[src/rtl/alu_pkg.sv]
// Shared opcode encodings and FSM state type for the ALU command issuer.
package alu_pkg;

    localparam logic [3:0] OP_ADD  = 4'h0;
    localparam logic [3:0] OP_SUB  = 4'h1;
    localparam logic [3:0] OP_INC  = 4'h2;
    localparam logic [3:0] OP_DEC  = 4'h3;
    localparam logic [3:0] OP_NEG  = 4'h4;
    localparam logic [3:0] OP_AND  = 4'h5;
    localparam logic [3:0] OP_OR   = 4'h6;
    localparam logic [3:0] OP_XOR  = 4'h7;
    localparam logic [3:0] OP_NAND = 4'h8;
    localparam logic [3:0] OP_NOR  = 4'h9;
    localparam logic [3:0] OP_XNOR = 4'hA;
    localparam logic [3:0] OP_LAST = 4'hA;

    typedef enum logic [1:0] {
        ST_IDLE  = 2'd0,
        ST_ISSUE = 2'd1,
        ST_RESP  = 2'd2
    } state_t;

    // Opcodes above OP_LAST have no ALU function and must never reach alu_s.
    function automatic logic op_legal(input logic [3:0] op);
        return op <= OP_LAST;
    endfunction

endpackage

[src/rtl/alu_cmd_fifo.sv]
// Synchronous command FIFO with combinational head read and occupancy count.
module alu_cmd_fifo #(
    parameter int DEPTH = 4,
    parameter int WIDTH = 15
) (
    input  logic                     clk,
    input  logic                     rst_n,
    input  logic                     push,
    input  logic                     pop,
    input  logic [WIDTH-1:0]         din,
    output logic [WIDTH-1:0]         dout,
    output logic                     full,
    output logic                     empty,
    output logic [$clog2(DEPTH):0]   count
);

    localparam int AW = $clog2(DEPTH);

    logic [WIDTH-1:0] mem [DEPTH];
    logic [AW-1:0]    wr_ptr;
    logic [AW-1:0]    rd_ptr;
    logic             do_push;
    logic             do_pop;

    assign full    = (count == (AW+1)'(DEPTH));
    assign empty   = (count == '0);
    assign do_push = push && !full;
    assign do_pop  = pop && !empty;
    assign dout    = mem[rd_ptr];

    // Storage needs no reset; occupancy is tracked by count alone.
    always_ff @(posedge clk) begin
        if (do_push) begin
            mem[wr_ptr] <= din;
        end
    end

    // Pointers wrap naturally because DEPTH is a power of two.
    always_ff @(posedge clk or negedge rst_n) begin
        if (!rst_n) begin
            wr_ptr <= '0;
            rd_ptr <= '0;
            count  <= '0;
        end else begin
            if (do_push) begin
                wr_ptr <= wr_ptr + 1'b1;
            end
            if (do_pop) begin
                rd_ptr <= rd_ptr + 1'b1;
            end
            case ({do_push, do_pop})
                2'b10:   count <= count + 1'b1;
                2'b01:   count <= count - 1'b1;
                default: count <= count;
            endcase
        end
    end

endmodule

[src/rtl/alu_op_issuer.sv]
// Issues buffered ALU commands, waits the settle time, and returns tagged results.
//
// state    | meaning
// ST_IDLE  | nothing in flight; pops the FIFO head when one is present
// ST_ISSUE | alu_* driven, counting settle cycles before sampling Y/Cout
// ST_RESP  | rsp_valid high, holding the result until rsp_ready
module alu_op_issuer
    import alu_pkg::*;
#(
    parameter int DEPTH  = 4,
    parameter int TAG_W  = 3,
    parameter int SETTLE = 1
) (
    input  logic             clk,
    input  logic             rst_n,
    input  logic             cmd_valid,
    output logic             cmd_ready,
    input  logic [3:0]       cmd_op,
    input  logic [3:0]       cmd_a,
    input  logic [3:0]       cmd_b,
    input  logic [TAG_W-1:0] cmd_tag,
    output logic [3:0]       alu_s,
    output logic [3:0]       alu_a,
    output logic [3:0]       alu_b,
    input  logic [3:0]       alu_y,
    input  logic             alu_cout,
    output logic             rsp_valid,
    input  logic             rsp_ready,
    output logic [3:0]       rsp_y,
    output logic             rsp_cout,
    output logic             rsp_zero,
    output logic             rsp_illegal,
    output logic [TAG_W-1:0] rsp_tag,
    output logic             busy
);

    localparam int CW   = 12 + TAG_W;
    localparam int CNTW = $clog2(DEPTH) + 1;

    state_t           state;
    state_t           state_next;
    logic             ready_q;
    logic             fifo_push;
    logic             fifo_pop;
    logic [CW-1:0]    fifo_din;
    logic [CW-1:0]    fifo_dout;
    logic             fifo_full;
    logic             fifo_empty;
    logic [CNTW-1:0]  fifo_count;
    logic [TAG_W-1:0] head_tag;
    logic [3:0]       head_op;
    logic [3:0]       head_a;
    logic [3:0]       head_b;
    logic [2:0]       settle_cnt;
    logic             settle_done;
    logic [TAG_W-1:0] issue_tag;
    logic             load_issue;
    logic             load_illegal;
    logic             capture;
    logic             rsp_clear;

    // ready_q keeps cmd_ready low during reset and for the first cycle after release.
    assign cmd_ready   = ready_q && !fifo_full;
    assign fifo_push   = cmd_valid && cmd_ready;
    assign fifo_din    = {cmd_tag, cmd_op, cmd_a, cmd_b};
    assign head_tag    = fifo_dout[CW-1:12];
    assign head_op     = fifo_dout[11:8];
    assign head_a      = fifo_dout[7:4];
    assign head_b      = fifo_dout[3:0];
    assign settle_done = (settle_cnt == 3'(SETTLE - 1));
    assign busy        = (state != ST_IDLE) || (fifo_count != '0);

    alu_cmd_fifo #(
        .DEPTH (DEPTH),
        .WIDTH (CW)
    ) u_fifo (
        .clk   (clk),
        .rst_n (rst_n),
        .push  (fifo_push),
        .pop   (fifo_pop),
        .din   (fifo_din),
        .dout  (fifo_dout),
        .full  (fifo_full),
        .empty (fifo_empty),
        .count (fifo_count)
    );

    // Enable cmd_ready one cycle after reset release.
    always_ff @(posedge clk or negedge rst_n) begin
        if (!rst_n) begin
            ready_q <= 1'b0;
        end else begin
            ready_q <= 1'b1;
        end
    end

    // FSM state register.
    always_ff @(posedge clk or negedge rst_n) begin
        if (!rst_n) begin
            state <= ST_IDLE;
        end else begin
            state <= state_next;
        end
    end

    // Next-state and control strobes; a pop from RESP reuses the IDLE dispatch.
    always_comb begin
        state_next   = state;
        fifo_pop     = 1'b0;
        load_issue   = 1'b0;
        load_illegal = 1'b0;
        capture      = 1'b0;
        rsp_clear    = 1'b0;
        case (state)
            ST_IDLE: begin
                if (!fifo_empty) begin
                    fifo_pop = 1'b1;
                    if (op_legal(head_op)) begin
                        load_issue = 1'b1;
                        state_next = ST_ISSUE;
                    end else begin
                        load_illegal = 1'b1;
                        state_next   = ST_RESP;
                    end
                end
            end
            ST_ISSUE: begin
                if (settle_done) begin
                    capture    = 1'b1;
                    state_next = ST_RESP;
                end
            end
            ST_RESP: begin
                if (rsp_ready) begin
                    rsp_clear = 1'b1;
                    if (!fifo_empty) begin
                        fifo_pop = 1'b1;
                        if (op_legal(head_op)) begin
                            load_issue = 1'b1;
                            state_next = ST_ISSUE;
                        end else begin
                            load_illegal = 1'b1;
                            state_next   = ST_RESP;
                        end
                    end else begin
                        state_next = ST_IDLE;
                    end
                end
            end
            default: state_next = ST_IDLE;
        endcase
    end

    // ALU drive and settle counter; alu_* change only when a legal command is popped.
    always_ff @(posedge clk or negedge rst_n) begin
        if (!rst_n) begin
            alu_s      <= 4'h0;
            alu_a      <= 4'h0;
            alu_b      <= 4'h0;
            issue_tag  <= '0;
            settle_cnt <= 3'd0;
        end else if (load_issue) begin
            alu_s      <= head_op;
            alu_a      <= head_a;
            alu_b      <= head_b;
            issue_tag  <= head_tag;
            settle_cnt <= 3'd0;
        end else if (state == ST_ISSUE && !settle_done) begin
            settle_cnt <= settle_cnt + 3'd1;
        end
    end

    // Result registers; written only when a new result is produced.
    always_ff @(posedge clk or negedge rst_n) begin
        if (!rst_n) begin
            rsp_valid   <= 1'b0;
            rsp_y       <= 4'h0;
            rsp_cout    <= 1'b0;
            rsp_zero    <= 1'b0;
            rsp_illegal <= 1'b0;
            rsp_tag     <= '0;
        end else if (capture) begin
            rsp_valid   <= 1'b1;
            rsp_y       <= alu_y;
            rsp_cout    <= alu_cout;
            rsp_zero    <= (alu_y == 4'h0);
            rsp_illegal <= 1'b0;
            rsp_tag     <= issue_tag;
        end else if (load_illegal) begin
            rsp_valid   <= 1'b1;
            rsp_y       <= 4'h0;
            rsp_cout    <= 1'b0;
            rsp_zero    <= 1'b1;
            rsp_illegal <= 1'b1;
            rsp_tag     <= head_tag;
        end else if (rsp_clear) begin
            rsp_valid   <= 1'b0;
        end
    end

endmodule

[config.mk]
export PLATFORM = sky130hd
export DESIGN_NAME = alu_op_issuer
export DESIGN_NICKNAME = d
export VERILOG_FILES = /design/src/rtl/alu_pkg.sv /design/src/rtl/alu_cmd_fifo.sv /design/src/rtl/alu_op_issuer.sv
export SDC_FILE = /design/constraint.sdc
export NUM_CORES = 1
export LEC_CHECK = 0
export CAP_MARGIN = 20
export CORE_MARGIN = 1
export CORE_UTILIZATION = 45
export DETAILED_ROUTE_END_ITERATION = 6
export PLACE_DENSITY = 0.67
export SYNTH_ARGS = -nofsm -noshare
export SYNTH_HDL_FRONTEND = slang
export SYNTH_HIERARCHICAL = 1
export SYNTH_SLANG_ARGS = --single-unit
export TNS_END_PERCENT = 5
[constraint.sdc]
create_clock -name clk -period 2.64 [get_ports clk]
set_input_delay 0.264 -clock clk [delete_from_list [all_inputs] [get_ports clk]]
set_output_delay 0.264 -clock clk [all_outputs]
set_load 0.01 [all_outputs]
==> results of run 1 <==
[cell type report]
type,count,area share
sequential,99,0.573
multi-input combinational,119,0.238
timing repair buffer,59,0.115
tap,108,0.0279
clock buffer,9,0.0256
clock inverter,7,0.0124
inverter,10,0.00774
[where the power goes]
group	total [µW]	switching, µW	leakage [µW]	internal [µW]
Sequential	2290	252	0.00101	2040
Clock	897	538	0.0000913	359
Combinational	2030	899	0.000725	1130
Total	5210	1690	0.00183	3530
[kinds of logic after synthesis]
group,share of synthesized area
flops,0.690
simple gates,0.0715
mux,0.143
compound gates,0.0270
buf+inv,0.0236
fa+ha+maj,0.0267
xor+xnor,0.0174
other cells,0.000931
[synth_stat cells (2+ instances only)]
| cell | instances |
|---|---|
| inv_1 | 10 |
| mux2_1 | 6 |
| nor2_1 | 13 |
| nand2_1 | 15 |
| buf_2 | 3 |
| nor2b_1 | 2 |
| mux4_1 | 7 |
| mux2i_1 | 4 |
| xnor2_1 | 4 |
| ha_1 | 7 |
| dfrtp_1 | 39 |
| mux2_2 | 8 |
| nand3_1 | 2 |
| xor2_1 | 4 |
| a21oi_1 | 5 |
| mux4_2 | 8 |
| o21ai_0 | 8 |
| buf_6 | 2 |
| and2_1 | 5 |
| edfxtp_1 | 60 |
[state kept, by name, summed over array words and instances (netlist names)]
| register | count |
|---|---|
| alu_a | 4 |
| alu_b | 4 |
| alu_s | 4 |
| issue_tag | 3 |
| ready_q | 1 |
| rsp_cout | 1 |
| rsp_illegal | 1 |
| rsp_tag | 3 |
| rsp_valid | 1 |
| rsp_y | 4 |
| rsp_zero | 1 |
| settle_cnt | 3 |
| state | 2 |
| u_fifo/count | 3 |
| u_fifo/mem | 60 |
| u_fifo/rd_ptr | 2 |
| u_fifo/wr_ptr | 2 |
[through the flow]
step                      area, µm²  cells  hold slack (ps)
after floorplan                4030    234            -31.6
after global placement         4660    395              440
after detailed placement       4660    395              446
after CTS                      4850    411             46.8
after global routing           4850    411             77.1
final                          4850    411             11.7
[final timing paths]
| path | slack (ps) | depth (start not counted) | to | startpoint |
|---|---|---|---|---|
| worst max-delay path | 290 | 5 | alu_a[3] | u_fifo/rd_ptr[0] |
| worst min-delay path | 10 | 1 | rsp_zero | rst_n |
| worst max register to register | 290 | 5 | alu_a[3] | u_fifo/rd_ptr[0] |
| worst min register to register | 510 | 2 | rsp_valid | rsp_valid |
| max in group asynchronous | 2070 | 1 | alu_a[1] | rst_n |
| min in group clk | 470 | 3 | rsp_cout | alu_cout |
[per-layer routing]
layer | vias to the layer above | GRT usage | routed length [µm]
li1 | 1001 | - | -
met1 | 1055 | 0.209 | 3090
met2 | 52 | 0.255 | 3110
met3 | 10 | 0.0376 | 291
met4 | 0 | 0.0654 | 112
met5 | - | 0 | 0
==> flow_summary.yaml, run 1 <==
cts:
  cts_buffers: 9
  cts.path.max_buffers: 2
  clk_pin_slew_worst_paths_ps: 100
  h-tree-depth: 3
  cts_resized: 0
  ctsHoldBuffers: 0
  cts-root-buf: "clkbuf_8"
  post_cts_buffers: 0
  tritoncts: "done"
  clock_latency_ps: 360
  clock_sinks: 99
global_routing:
  grt_start_max_net_pins: 40
  grt_remaining_overflow: 0
  antenna_found_initial: 0
  grt_pass1_vias: 2231
  grt_use_total: 0.159
  grt_first_pass_wirelength_um: 11300
floorplan:
  die_x_um: 96.6
  dieHeight_um: 96.6
  rows: 34
  die_area_um2: 9330
  ioPinCount: 49
  core_area_um2: 8680
  start_util: 0.464
synth:
  yosysUniqueCellTypes: 42
  avgSynthCellArea_um2: 17.2
  synth_ff_type: "edfxtp_1"
  synth_fp_nets: 266
  syn_area_um2: 4030
  synth_area_leaders: "edfxtp_1 45%, dfrtp_1 24%, mux4_1 4.6%"
  ys_async_sr_fraction: 0.394
  ys_seq_area_frac: 0.690
  synth_edf_count: 60
  yosysTopAreaCell: "edfxtp_1"
  ys_seq_elements: 99
  synth_top_area_frac: 0.447
  netlist_instances: 234
  yosys_warnings: 6
routing:
  routed_wl_um: 6600
  drt-vias-per-instance: 5.15
  post_drt_wl_per_cell_um: 16.1
  ant_nets: 0
  via_count: 2118
  drc: 0
  drtIter0Drc: 65
  firstDrtPassIters: 4
critical_path:
  worstPathMaxFanout: 13
  critPathBufInv: 0
  worstSetupStartpointType: "register"
  worstPathRequired_ps: 2890
  arrival_ps: 2600
  critical_path_class: "reg2reg"
  critical-path-max-stage-delay_ps: 660
  cpMaxStageDelayCell: "mux4_1"
  crit_chain: "mux4_1 -> a21oi_2 -> nor2_1 -> and2b_4 -> mux2_1"
  crit_family: "multiplexers"
  endpoint_kind: "register"
placed_design:
  place_ws_ps: 272
  dp_hpwl_um: 4480
  gp_congestion: 0.730
  port_buffers: 48
final_layout:
  syn_to_final_growth_pct: 20.3
  layout_commonest_cell: "edfxtp_1"
  n_antenna_cell: 0
  nFillCells: 729
  nNetsFinal: 330
  final_cell_mix: "60 x edfxtp_1, 47 x clkdlybuf4s50_1, 39 x dfrtp_1"
  multi_input_area_um2: 1150
  fin_util: 0.559
  drive_above_1_share: 0.178
  regArea_um2: 2780
power:
  p_leak_uw: 0.00183
  vdd_ir_drop_max_mv: 0.383
  powerDensity_nw_per_um2: 1080
  p_total_uw: 5210
sta:
  slew_violations: 0
  worst_pin_slew_ps: 876
  final.min_clock_period_ps: 2350
  fmax_mhz: 425
  setup_tns_ps: 0
  skew_ps: 9.14
  slew_headroom: 0.416
  setup_viol: 0
  period_share: 0.890
  rsz0062_at_grt: "false"
  finalHoldViolations: 0
  setup_slack_ps: 290
hold_path:
  hold_path.class: "in2async"
run:
  maxCapViolCount: 0
status:
  status: "finished clean"
No activity file was read; power rests on OpenSTA's default activity.
==> run 2: changes to the inputs <==
--- a/config.mk
+++ b/config.mk
@@ -9,7 +9,7 @@
 export CORE_MARGIN = 1
 export CORE_UTILIZATION = 45
 export DETAILED_ROUTE_END_ITERATION = 6
-export PLACE_DENSITY = 0.67
+export DONT_BUFFER_PORTS = 1
 export SYNTH_ARGS = -nofsm -noshare
 export SYNTH_HDL_FRONTEND = slang
 export SYNTH_HIERARCHICAL = 1
==> flow_summary.yaml, run 2 (same netlist as run 1, synthesis figures left out) <==
sta:
  setup_slack_ps: 299
  setup_viol: 0
  period_share: 0.887
  finalHoldViolations: 0
  final.min_clock_period_ps: 2340
  slew_violations: 0
  rsz0062_at_grt: "false"
  fmax_mhz: 427
  setup_tns_ps: 0
  skew_ps: 7.57
global_routing:
  grt_pass1_vias: 2128
  antenna_found_initial: 0
  grt_start_max_net_pins: 40
  grt_first_pass_wirelength_um: 10700
  grt_use_total: 0.151
  grt_remaining_overflow: 0
placed_design:
  dpl.cell_count: 346
  gp_congestion: 0.734
  place_ws_ps: 290
  placed_cell_area_um2: 4180
  port_buffers: 0
  dp_hpwl_um: 4190
run:
  maxCapViolCount: 0
power:
  vdd_ir_drop_max_mv: 0.436
  powerDensity_nw_per_um2: 1050
  p_leak_uw: 0.00170
cts:
  cts-root-buf: "clkbuf_8"
  clk_pin_slew_worst_paths_ps: 90
  cts_resized: 0
  clock_latency_ps: 350
  cts_buffers: 9
  post_cts_buffers: 0
  cts.path.max_buffers: 2
  tritoncts: "done"
  clock_sinks: 99
  ctsHoldBuffers: 17
  h-tree-depth: 3
floorplan:
  rows: 34
  die_area_um2: 9330
  start_util: 0.464
  die_x_um: 96.6
  core_area_um2: 8680
  ioPinCount: 49
  dieHeight_um: 96.6
routing:
  drc: 0
  routed_wl_um: 6460
  ant_nets: 0
  firstDrtPassIters: 4
  drt-vias-per-instance: 5.17
  drtIter0Drc: 60
  post_drt_wl_per_cell_um: 17.0
  via_count: 1959
hold_path:
  hold_path.class: "in2reg"
critical_path:
  worstPathMaxFanout: 6
  arrival_ps: 2620
  critical_path_class: "reg2reg"
  endpoint_kind: "register"
  worstSetupStartpointType: "register"
  worstPathRequired_ps: 2920
final_layout:
  instances_no_fill: 379
  drive_above_1_share: 0.188
  largest_register: "u_fifo/mem"
  n_antenna_cell: 0
  final_cell_mix: "60 x edfxtp_1, 39 x dfrtp_1, 16 x dlygate4sd3_1"
  nNetsFinal: 298
  syn_to_final_growth_pct: 12.3
  largest_register_ffs: 60
  layout_commonest_cell: "edfxtp_1"
  final_cell_area_um2: 4520
status:
  status: "finished clean"
run 2: final cells by class:
| class | count | area, µm² |
|---|---|---|
| Inverter | 10 | 37.5 |
| Sequential cell | 99 | 2780 |
| Tap cell | 108 | 135 |
| Timing Repair Buffer | 27 | 255 |
| Clock buffer | 11 | 131 |
| Clock inverter | 5 | 30.0 |
| Multi-Input combinational cell | 119 | 1150 |
| Fill cell | 746 | 4160 |
run 2: layer usage:
| metal | up-vias | part of all wire | GRT usage |
|---|---|---|---|
| met2 | 50 | 0.49 | 0.250 |
| met5 | - | 0 | 0 |
| li1 | 927 | - | - |
| met4 | 0 | 0.022 | 0.0723 |
| met3 | 11 | 0.052 | 0.0376 |
| met1 | 971 | 0.44 | 0.187 |
run 2: path summary, 6_finish.rpt:
check	from	to	slack, ps	depth (start not counted)
setup / recovery	u_fifo/count[0]	u_fifo/count[2]	300	9
hold / removal	alu_y[3]	rsp_y[3]	30	2
setup reg to reg	u_fifo/count[0]	u_fifo/count[2]	300	9
hold reg to reg	issue_tag[0]	issue_tag[0]	520	1
max in group asynchronous	rst_n	alu_b[1]	2070	2
min in group asynchronous	rst_n	state[1]	380	2
run 2: worst max-delay path, cell delays in order (launching register included):
cell,delay (ps)
dfrtp_1,470
nor3_1,120
nor3_2,350
o31a_1,300
ha_1,210
inv_1,60
fa_1,370
xor2_1,150
nor2_1,110
xor2_1,140
run 2: where the power goes:
part	leakage, µW	internal, µW	total (µW)	switching [µW]
clock network	0.0000807	339	818	479
logic	0.000610	813	1570	761
registers	0.00101	2040	2380	338
run 2: stage by stage:
step	power [µW]	hold slack (ps)	util
floorplan	3650	-31.6	-
global placement	3960	-30.8	0.482
detailed placement	3990	-30.7	0.482
CTS	4850	17.1	0.521
global route	5100	25.5	0.521
finish	4770	31.7	0.521
==> run 3: changes to the inputs <==
--- a/config.mk
+++ b/config.mk
@@ -6,7 +6,7 @@
 export NUM_CORES = 1
 export LEC_CHECK = 0
 export CAP_MARGIN = 20
-export CORE_MARGIN = 1
+export CORE_MARGIN = 1.5
 export CORE_UTILIZATION = 45
 export DETAILED_ROUTE_END_ITERATION = 6
 export DONT_BUFFER_PORTS = 1
==> constraint.sdc (replaced) <==
create_clock -name clk -period 2.64 [get_ports clk]
set_input_delay 0.264 -clock clk [delete_from_list [all_inputs] [get_ports clk]]
set_output_delay 0.264 -clock clk [all_outputs]
set_load 0.005 [all_outputs]
==> flow_summary.yaml, run 3 (same netlist as run 1, synthesis figures left out) <==
status:
  status: "finished clean"
routing:
  drt-vias-per-instance: 5.12
  post_drt_wl_per_cell_um: 16.8
  routed_wl_um: 6350
  via_count: 1937
  firstDrtPassIters: 4
  drtIter0Drc: 81
  ant_nets: 0
  drc: 0
cts:
  clock_latency_ps: 360
  cts_resized: 0
  tritoncts: "done"
  h-tree-depth: 3
  clock_sinks: 99
  cts-root-buf: "clkbuf_8"
  cts_buffers: 9
  cts.path.max_buffers: 2
  clk_pin_slew_worst_paths_ps: 90
global_routing:
  grt_remaining_overflow: 0
  grt_use_total: 0.147
  grt_pass1_vias: 2080
  antenna_found_initial: 0
  grt_start_max_net_pins: 40
  grt_first_pass_wirelength_um: 10600
critical_path:
  arrival_ps: 2650
  crit_path_frequent_cell: "xor2_1"
  endpoint_kind: "register"
  critPathBufInv: 1
  crit_family: "adder cells"
  crit_chain: "nor3_1 -> nor3_2 -> o31a_1 -> ha_1 -> inv_1 -> fa_1 -> xor2_1 -> nor2_1 -> xor2_1"
  cpMaxStageDelayCell: "dfrtp_1"
  critical-path-max-stage-delay_ps: 460
  worstSetupStartpointType: "register"
  critical_path_class: "reg2reg"
  worstPathRequired_ps: 2920
  worstPathMaxFanout: 6
final_layout:
  largest_register_ffs: 60
  layout_commonest_cell: "edfxtp_1"
  drive_above_1_share: 0.193
  largest_register: "u_fifo/mem"
  nNetsFinal: 297
  n_antenna_cell: 0
  syn_to_final_growth_pct: 12.5
  fin_util: 0.522
  final_cell_mix: "60 x edfxtp_1, 39 x dfrtp_1, 16 x dlygate4sd3_1"
placed_design:
  gp_congestion: 0.703
  port_buffers: 0
  dp_hpwl_um: 4230
run:
  maxCapViolCount: 0
floorplan:
  rows: 34
  die_x_um: 97.6
  dieHeight_um: 97.6
  core_area_um2: 8680
  ioPinCount: 49
  die_area_um2: 9530
  start_util: 0.464
sta:
  finalHoldViolations: 0
  setup_viol: 0
  fmax_mhz: 423
  period_share: 0.895
  setup_tns_ps: 0
  skew_ps: 12.7
  rsz0062_at_grt: "false"
  final.min_clock_period_ps: 2360
  slew_violations: 0
power:
  p_leak_uw: 0.00171
  vdd_ir_drop_max_mv: 0.464
  powerDensity_nw_per_um2: 1050
hold_path:
  hold_path.class: "in2reg"
-- run 3: layout make-up --
type                       count  area [µm²]
fill                         731        4150
sequential                    99        2780
multi-input combinational    119        1150
timing repair buffer          26         248
clock buffer                  13         156
tap                          108         135
inverter                      10        37.5
clock inverter                 3        22.5
-- run 3: worst paths after layout --
kind / slack (ps) / from / cells after the start / end
setup / recovery: 280 / u_fifo/count[0] / 9 / u_fifo/count[2]
hold / removal: 20 / alu_cout / 2 / rsp_cout
setup reg to reg: 280 / u_fifo/count[0] / 9 / u_fifo/count[2]
hold reg to reg: 510 / issue_tag[1] / 1 / issue_tag[1]
max in group asynchronous: 2060 / rst_n / 2 / ready_q
min in group asynchronous: 360 / rst_n / 2 / rsp_zero
-- run 3: what timing repair did --
action | 4_1_cts | 5_1_grt
hold buffers | 17 | 0
endpoints found under the setup margin | 0 | 0
endpoints found under the hold margin | 99 | 0
buffers inserted | 0 | 0
-- run 3: power breakdown --
part | switching (µW) | internal, µW | leakage, µW | total [µW]
registers | 296 | 2040 | 0.00101 | 2340
clock network | 483 | 395 | 0.0000914 | 878
logic | 717 | 806 | 0.000605 | 1520
total | 1500 | 3240 | 0.00171 | 4740
-- run 3: metrics by stage --
step                power, µW  cells  cell area (µm²)  hold WS (ps)  setup slack (ps)
finish                   4740    378             4530          18.9               277
global route             5100    378             4530          11.6              90.4
CTS                      4820    378             4530          5.98               243
detailed placement       3900    345             4170         -30.8               252
global placement         3860    345             4170         -30.8               308
floorplan                3580    234             4030         -31.6               394
-- run 3: metal layers --
metal,track usage,share of wire,vias up
met4,0.0396,0.012,0
met1,0.171,0.43,954
met3,0.0647,0.066,6
met2,0.249,0.49,47
li1,-,-,930
met5,0,0,-
